<file path="src/rtl/dmem_arbiter.sv">
// dmem_arbiter: shares one single-port data memory between the CPU load/store
// path and a host/debug port. Grants are registered and handed out round-robin.
// A requester may lock the memory for a bounded run of cycles while the other
// side waits. Memory controls are steered from whichever port holds the grant.
module dmem_arbiter #(
  parameter int AW       = 8,
  parameter int DW       = 8,
  parameter int MAX_LOCK = 4,
  parameter int CW       = 16
) (
  input  logic          clk,
  input  logic          rstd,

  input  logic          cpu_req,
  input  logic          cpu_we,
  input  logic          cpu_lock,
  input  logic [AW-1:0] cpu_addr,
  input  logic [DW-1:0] cpu_wdata,
  output logic          cpu_gnt,
  output logic          cpu_ack,
  output logic [DW-1:0] cpu_rdata,

  input  logic          dbg_req,
  input  logic          dbg_we,
  input  logic          dbg_lock,
  input  logic [AW-1:0] dbg_addr,
  input  logic [DW-1:0] dbg_wdata,
  output logic          dbg_gnt,
  output logic          dbg_ack,
  output logic [DW-1:0] dbg_rdata,

  output logic [AW-1:0] mem_addr,
  output logic [DW-1:0] mem_wdata,
  output logic          mem_wren,
  input  logic [DW-1:0] mem_rdata,

  output logic [CW-1:0] wait_cnt
);

  localparam int LCW = $clog2(MAX_LOCK) + 1;
  // Highest value lock_cnt may reach; once there, a contended lock gives way.
  localparam logic [LCW-1:0] LOCK_LAST = LCW'(MAX_LOCK - 1);

  typedef enum logic [1:0] {
    S_IDLE = 2'd0,
    S_CPU  = 2'd1,
    S_DBG  = 2'd2
  } state_t;

  state_t         state_q, state_d;
  logic           last_dbg_q, last_dbg_d;
  logic [LCW-1:0] lock_cnt_q, lock_cnt_d;
  logic [CW-1:0]  wait_cnt_q, wait_cnt_d;
  logic           wr_now;

  // Grants and acks come straight from the registered owner, so the reset
  // value of the state forces every output to its idle value at once.
  assign cpu_gnt = (state_q == S_CPU);
  assign dbg_gnt = (state_q == S_DBG);
  assign cpu_ack = cpu_gnt & cpu_req;
  assign dbg_ack = dbg_gnt & dbg_req;

  assign cpu_rdata = cpu_gnt ? mem_rdata : '0;
  assign dbg_rdata = dbg_gnt ? mem_rdata : '0;

  assign mem_wren = ~wr_now;
  assign wait_cnt = wait_cnt_q;

  // Steer address/data/write strobe from the owner; the idle bus is all zeros.
  always_comb begin
    mem_addr  = '0;
    mem_wdata = '0;
    wr_now    = 1'b0;
    case (state_q)
      S_CPU: begin
        mem_addr  = cpu_addr;
        mem_wdata = cpu_wdata;
        wr_now    = cpu_ack & cpu_we;
      end
      S_DBG: begin
        mem_addr  = dbg_addr;
        mem_wdata = dbg_wdata;
        wr_now    = dbg_ack & dbg_we;
      end
      default: begin
        mem_addr  = '0;
        mem_wdata = '0;
        wr_now    = 1'b0;
      end
    endcase
  end

  // Arbitration: pick the next owner, the lock run length and the tie-break.
  always_comb begin
    state_d    = state_q;
    lock_cnt_d = '0;
    last_dbg_d = last_dbg_q;
    case (state_q)
      S_IDLE: begin
        if (cpu_req && dbg_req) begin
          state_d = last_dbg_q ? S_CPU : S_DBG;
        end else if (cpu_req) begin
          state_d = S_CPU;
        end else if (dbg_req) begin
          state_d = S_DBG;
        end else begin
          state_d = S_IDLE;
        end
      end
      S_CPU: begin
        if (cpu_req && cpu_lock && (lock_cnt_q < LOCK_LAST)) begin
          state_d    = S_CPU;
          lock_cnt_d = lock_cnt_q + 1'b1;
        end else if (dbg_req) begin
          state_d = S_DBG;
        end else if (cpu_req) begin
          // Uncontended: a held lock keeps its saturated count, otherwise clear.
          state_d    = S_CPU;
          lock_cnt_d = cpu_lock ? lock_cnt_q : '0;
        end else begin
          state_d = S_IDLE;
        end
      end
      S_DBG: begin
        if (dbg_req && dbg_lock && (lock_cnt_q < LOCK_LAST)) begin
          state_d    = S_DBG;
          lock_cnt_d = lock_cnt_q + 1'b1;
        end else if (cpu_req) begin
          state_d = S_CPU;
        end else if (dbg_req) begin
          state_d    = S_DBG;
          lock_cnt_d = dbg_lock ? lock_cnt_q : '0;
        end else begin
          state_d = S_IDLE;
        end
      end
      default: begin
        state_d = S_IDLE;
      end
    endcase

    // Remember who was served last so the next tie goes to the other side.
    if (state_d == S_DBG) begin
      last_dbg_d = 1'b1;
    end else if (state_d == S_CPU) begin
      last_dbg_d = 1'b0;
    end
  end

  // Saturating count of cycles in which someone asked and nobody was served.
  always_comb begin
    wait_cnt_d = wait_cnt_q;
    if ((cpu_req | dbg_req) && !(cpu_ack | dbg_ack) && (wait_cnt_q != '1)) begin
      wait_cnt_d = wait_cnt_q + 1'b1;
    end
  end

  // State registers; CPU wins the first tie after reset.
  always_ff @(posedge clk or negedge rstd) begin
    if (!rstd) begin
      state_q    <= S_IDLE;
      last_dbg_q <= 1'b1;
      lock_cnt_q <= '0;
      wait_cnt_q <= '0;
    end else begin
      state_q    <= state_d;
      last_dbg_q <= last_dbg_d;
      lock_cnt_q <= lock_cnt_d;
      wait_cnt_q <= wait_cnt_d;
    end
  end

endmodule

</file>
<file path="config.mk">
export PLATFORM = sky130hd
export DESIGN_NAME = dmem_arbiter
export DESIGN_NICKNAME = d
export VERILOG_FILES = /design/src/rtl/dmem_arbiter.sv
export SDC_FILE = /design/constraint.sdc
export NUM_CORES = 1
export LEC_CHECK = 0
export ABC_CLOCK_PERIOD_IN_PS = 7100
export CAP_MARGIN = 20
export CORE_ASPECT_RATIO = 0.6
export CORE_MARGIN = 2
export CORE_UTILIZATION = 40
export CTS_CLUSTER_SIZE = 24
export DETAILED_ROUTE_END_ITERATION = 8
export PLACE_DENSITY = 0.86
export SLEW_MARGIN = 0
export SYNTH_ARGS = -nofsm -noshare
export SYNTH_HDL_FRONTEND = slang
export SYNTH_SLANG_ARGS = --single-unit
</file>
<file path="constraint.sdc">
create_clock -name clk -period 7.1 [get_ports clk]
set_input_delay 1.42 -clock clk [delete_from_list [all_inputs] [get_ports clk]]
set_output_delay 1.42 -clock clk [all_outputs]
set_load 0.05 [all_outputs]
</file>
==> results of run 1 <==
==> critical path: stages <==
cell and delay (ps):
clkdlybuf4s50_1 550, and2_4 250, a22o_1 230, nand2_1 60, clkdlybuf4s50_1 810
==> power breakdown <==
group / internal [uW] / total (uW) / switching, uW
Combinational: 324 / 905 / 582
Sequential: 176 / 241 / 64.5
Clock: 39.9 / 77.8 / 37.8
==> flip-flops by register name (all words and copies together), names as in the netlist <==
signal and flops:
last_dbg_q 1, state_q 2, wait_cnt 16, lock_cnt_q 3
==> metal layers <==
layer  GRT usage, %  up-vias  routed length (um)
li1               -      831                   -
met2          34.62       67                2679
met5              0        -                   0
met3          4.056        8                 278
met4          4.948        0                  83
met1          31.11      822                2221
==> cell usage in the layout, fill, tap and decap left out, types with 2 or more instances in the layout <==
cell type / n
clkdlybuf4s50_1: 100
dfrtp_1: 21
and2_1: 18
a22oi_1: 16
nor2b_1: 16
xor2_1: 13
nand2_1: 10
nand3_1: 7
ha_1: 7
inv_1: 6
nand4_1: 5
nor3_1: 5
o21ai_0: 4
a21oi_1: 3
nor2_1: 3
nor3b_1: 3
nor4_2: 3
and3_1: 3
nor4_1: 3
mux2_2: 3
clkbuf_8: 3
a22o_1: 2
and4b_1: 2
==> final timing paths <==
kind | from | end | slack (ps) | cells after the start
min | wait_cnt[10]$_DFFE_PN0P_ | wait_cnt[10]$_DFFE_PN0P_ | 520 | 1
max in group asynchronous | rstd | wait_cnt[5]$_DFFE_PN0P_ | 5110 | 2
max | cpu_req | mem_wren | 2350 | 5
max reg2reg | state_q[0]$_DFF_PN0_ | last_dbg_q$_DFFE_PN1P_ | 4230 | 8
min reg2reg | wait_cnt[10]$_DFFE_PN0P_ | wait_cnt[10]$_DFFE_PN0P_ | 520 | 1
min in group asynchronous | rstd | wait_cnt[10]$_DFFE_PN0P_ | 1490 | 1
==> through the flow <==
step	util [%]	total power, uW	worst slack [ps]	hold slack (ps)
floorplan	-	866.3	3296	498.0
global placement	69.80	1133	2407	499.5
detailed placement	69.80	1147	2352	512.4
CTS	70.98	1227	2353	523.9
global route	71.28	1285	2314	538.9
finish	71.28	1224	2353	521.9
==> final cells by class <==
cell class / instances / area share, %
repair buffers: 102 / 37.78
multi-input cells: 139 / 37.09
flip-flops and latches: 22 / 20.45
well taps: 47 / 2.179
clock buffers: 4 / 1.669
inverters: 6 / 0.8345
==> cell families (layout without fill, tap and decap cells) <==
kind of cell / Yosys count / after routing
buf+inv: 16 / 112
fa+ha+maj: 7 / 7
compound gates: 30 / 30
flops: 22 / 22
simple gates: 85 / 85
mux: 4 / 4
xor+xnor: 13 / 13
==> run_results.csv, run 1 <==
group,metric,value,unit
final_layout,drive_gt1_share,5.861,%
die,initial_core_util,43.16,%
die,die_h,53.51,um
global_route,antenna_found_initial,0,
final_layout,area_growth,65.16,%
clock_tree,cts.path.max_buffers,2,
place,dpl.cell_count,315,
logic_synthesis,synthTopCellsByArea,"dfrtp_1, a22oi_1, xor2_1",
logic_synthesis,synth_ff_type,"dfrtp_1",
timing,hold_viol_final,0,
status,status,"completed",
logic_synthesis,synthCells,177,
timing,fin_crit_sh,66.86,%
place,numPortBuffers,100,
die,io-pin-count,101,
place,globalplace.congestion,0.8741,
logic_synthesis,synth_mux_area_share,2.680,%
worst_setup_path,cp-start-kind,"primary input",
logic_synthesis,synth_compound_area_share,13.02,%
logic_synthesis,syn-cell-area,1634,sq um
clock_tree,postCtsHoldBufs,0,
clock_tree,cts_resized,0,
global_route,grt_max_degree,31,
logic_synthesis,ys_warn_count,0,
final_layout,diodes,0,
final_layout,multi_input_area,1001,sq um
clock_tree,cts_max_level,1,
logic_synthesis,ys_ff_latch,22,
global_route,grt_usage,21.80,%
place,dpl_cell_area,2643,sq um
power,power_density,453.5,nW/um^2
logic_synthesis,postSynth.asyncResetShare,100.0,%
die,die_x,86.52,um
die,die-area,4629,sq um
clock_tree,cts_tree,"done",
clock_tree,cts.sinks,22,
flow_run,max-cap-violations,0,
logic_synthesis,synth_top_family_by_area,"simple AND/OR/NAND/NOR gates",
timing,rsz0062_at_grt,"false",
global_route,grt_pass1_vias,1531,
timing,clock.fmax,0.2107,GHz
hold_path,hold_path.class,"reg2reg",
detailed_routing,wl,5262,um
detailed_routing,vias_per_cell,5.400,
detailed_routing,vias,1728,
timing,setup-tns-final,0,ps
logic_synthesis,synth-seq-area-share,33.77,%
detailed_routing,wl_per_cell,16.44,um
global_route,grt_pass1_wl,7721,um
timing,setup_violations,0,
logic_synthesis,synth.most_common_cell,"dfrtp_1",
detailed_routing,drc,0,
logic_synthesis,synthXorXnorAreaFrac,6.968,%
clock_tree,cts_setup_buffers,0,
logic_synthesis,synth_edf_count,0,
worst_setup_path,crit_fanout,9,
final_layout,fin_cells,320,
logic_synthesis,syn_nets,232,
logic_synthesis,yosysTopAreaCellShare,32.16,%
timing,relSlewSlack,36.95,%
final_layout,fillerInstances,293,
timing,worst_pin_slew,945.8,ps
worst_setup_path,critPathRequiredTime,5680,ps
detailed_routing,antenna_left,0,
detailed_routing,drt_iter0_drc,93,
clock_tree,clk_latency,260,ps
final_layout,stdcell_area,2699,sq um
worst_setup_path,end_kind,"output pin",
logic_synthesis,yosys.area_share.simple,32.85,%
logic_synthesis,synthAdderAreaFrac,5.360,%
logic_synthesis,synth_cell_type_count,39,
final_layout,regArea,551.8,sq um
worst_setup_path,worstSetupPathType,"in2out",
power,leakage,0.001046,uW
logic_synthesis,synth_common_cells,"dfrtp_1, and2_1, a22oi_1, nor2b_1, xor2_1",
power,peakVddDrop,0.3417,mV
die,rows,17,
timing,period_minus_slack,4747,ps
logic_synthesis,syn_avg_cell_area,9.232,sq um
timing,fin_worst_skew,10.94,ps
die,coreArea,3786,sq um
global_route,gr-total-overflow,0,
timing,drv_slew,0,
logic_synthesis,yosysTopAreaCell,"dfrtp_1",
place,hpwl,4176,um
clock_tree,numCtsBuffers,3,
detailed_routing,firstDrtPassIters,4,
clock_tree,cts-root-buf,"clkbuf_8",
worst_setup_path,arrival,3330,ps
final_layout,fin_nets,329,
clock_tree,path_clk_slew,80,ps
Power figures use the tool's default switching activity.
==> run 2, diff against run 1 <==
--- a/config.mk
+++ b/config.mk
@@ -5,14 +5,14 @@
 export SDC_FILE = /design/constraint.sdc
 export NUM_CORES = 1
 export LEC_CHECK = 0
-export ABC_CLOCK_PERIOD_IN_PS = 7100
+export ABC_CLOCK_PERIOD_IN_PS = 4830
 export CAP_MARGIN = 20
 export CORE_ASPECT_RATIO = 0.6
 export CORE_MARGIN = 2
-export CORE_UTILIZATION = 40
+export CORE_UTILIZATION = 37
 export CTS_CLUSTER_SIZE = 24
 export DETAILED_ROUTE_END_ITERATION = 8
-export PLACE_DENSITY = 0.86
+export PLACE_DENSITY = 0.8
 export SLEW_MARGIN = 0
 export SYNTH_ARGS = -nofsm -noshare
 export SYNTH_HDL_FRONTEND = slang
==> constraint.sdc (replaced) <==
create_clock -name clk -period 4.83 [get_ports clk]
set_input_delay 0.966 -clock clk [delete_from_list [all_inputs] [get_ports clk]]
set_output_delay 0.966 -clock clk [all_outputs]
set_load 0.05 [all_outputs]
==> run_results.csv, run 2 (synthesis results as in run 1) <==
group,metric,value,unit
status,status,"completed",
detailed_routing,firstDrtPassIters,4,
global_route,antenna_found_initial,0,
place,hpwl,4032,um
worst_setup_path,critPathRequiredTime,3860,ps
place,globalplace.congestion,0.8114,
flow_run,max-cap-violations,0,
global_route,gr-usage-met3,3.683,%
final_layout,area_growth,67.76,%
detailed_routing,drc,0,
global_route,gr-total-overflow,0,
final_layout,final_common_cell,"clkdlybuf4s50_1",
clock_tree,clk_latency,260,ps
die,coreArea,4167,sq um
detailed_routing,vias_per_cell,5.099,
worst_setup_path,worstSetupPathType,"reg2out",
power,peakVddDrop,0.4816,mV
place,numPortBuffers,100,
timing,fin_worst_skew,1.987,ps
place,place_ws,1011,ps
power,comb_power_share,73.3,%
clock_tree,cts_resized,0,
final_layout,final_cell_mix,"clkdlybuf4s50_1, dfrtp_1, and2_1",
die,die_h,55.48,um
timing,hold_viol_final,0,
power,p_clk_share,7.3,%
global_route,grt_usage,20.81,%
worst_setup_path,end_kind,"output pin",
timing,clock.fmax,0.2611,GHz
timing,drv_slew,0,
final_layout,final_core_util,65.80,%
detailed_routing,wl,5315,um
clock_tree,cts_setup_buffers,0,
power,pwr-share-seq,19.4,%
global_route,grt_use_met1,29.62,%
die,initial_core_util,39.22,%
worst_setup_path,cp-start-kind,"flop",
die,die-area,4981,sq um
global_route,grt_pass1_wl,8390,um
clock_tree,cts-root-buf,"clkbuf_8",
clock_tree,path_clk_slew,80,ps
global_route,grt_max_degree,31,
timing,rsz0062_at_grt,"false",
timing,setup-tns-final,0,ps
timing,fin_crit_sh,79.29,%
power,leakage,0.001059,uW
final_layout,fin_nets,329,
clock_tree,postCtsHoldBufs,0,
worst_setup_path,crit_fanout,30,
clock_tree,cts_tree,"done",
power,p_sw_share,55.65,%
final_layout,largest_reg_flops,16,
global_route,grt_pass1_vias,1604,
global_route,groute.layer.met2.usage,33.33,%
detailed_routing,wl_per_cell,15.96,um
final_layout,diodes,0,
power,p_total,1828,uW
clock_tree,numCtsBuffers,3,
worst_setup_path,arrival,2860,ps
die,die_x,89.80,um
detailed_routing,drt_iter0_drc,102,
power,intPower,810.6,uW
timing,worst_pin_slew,1018,ps
clock_tree,cts.path.max_buffers,2,
timing,fin_ws,1000,ps
detailed_routing,vias,1698,
final_layout,drive_gt1_share,6.227,%
power,switchingPower,1017,uW
hold_path,hold_path.class,"reg2reg",
timing,relSlewSlack,32.13,%
die,rows,18,
die,io-pin-count,101,
detailed_routing,antenna_left,0,
timing,setup_violations,0,
global_route,grt_busiest_layer,"met2",
clock_tree,cts.sinks,22,
power,power_density,666.7,nW/um^2
clock_tree,cts_max_level,1,
timing,period_minus_slack,3830,ps
==> run 2: per-stage QoR <==
| stage | std cells | cell area [sq um] | hold WS, ps |
|---|---|---|---|
| global placement | 328 | 2659 | 496.3 |
| floorplan | 177 | 1634 | 498.0 |
| finish | 333 | 2741 | 517.8 |
| global route | 333 | 2741 | 558.5 |
| detailed placement | 328 | 2659 | 506.2 |
| CTS | 332 | 2714 | 519.1 |
==> run 2: routing by layer <==
metal,up-vias,share of wire [%]
met2,51,48
met1,812,47
met4,0,1.2
met3,8,4.2
li1,827,-
met5,-,0
==> run 2: cell type report <==
cell class	instances	area, sq um
inverters	6	22.52
well taps	60	75.07
flip-flops and latches	22	551.8
fillers	339	1425
multi-input cells	139	1001
repair buffers	102	1036
clock buffers	4	55.05
==> run 2: power by group through the flow <==
stage	combinational, uW	sequential [uW]	clock, uW
floorplan	730	543	0
global placement	1320	351	0
detailed placement	1340	352	0
CTS	1340	351	135
global route	1400	367	148
finish	1340	354	133
==> run 2: critical path, stage by stage (launching register included) <==
cell and delay [ps]:
dfrtp_1 400, inv_1 90, ha_1 830, a22oi_1 240, nor2b_1 190, clkdlybuf4s50_1 840
==> run 2: worst paths after layout <==
path                                          startpoint                        to  slack, ps  cells after the start
worst max-delay path                state_q[0]$_DFF_PN0_               mem_addr[3]       1000                      5
min in group asynchronous                           rstd   wait_cnt[4]$_DFFE_PN0P_        940                      1
max in group asynchronous                           rstd    last_dbg_q$_DFFE_PN1P_       3430                      2
worst min register to register  wait_cnt[10]$_DFFE_PN0P_  wait_cnt[10]$_DFFE_PN0P_        520                      1
worst min-delay path            wait_cnt[10]$_DFFE_PN0P_  wait_cnt[10]$_DFFE_PN0P_        520                      1
worst max register to register      state_q[0]$_DFF_PN0_    last_dbg_q$_DFFE_PN1P_       1920                      8
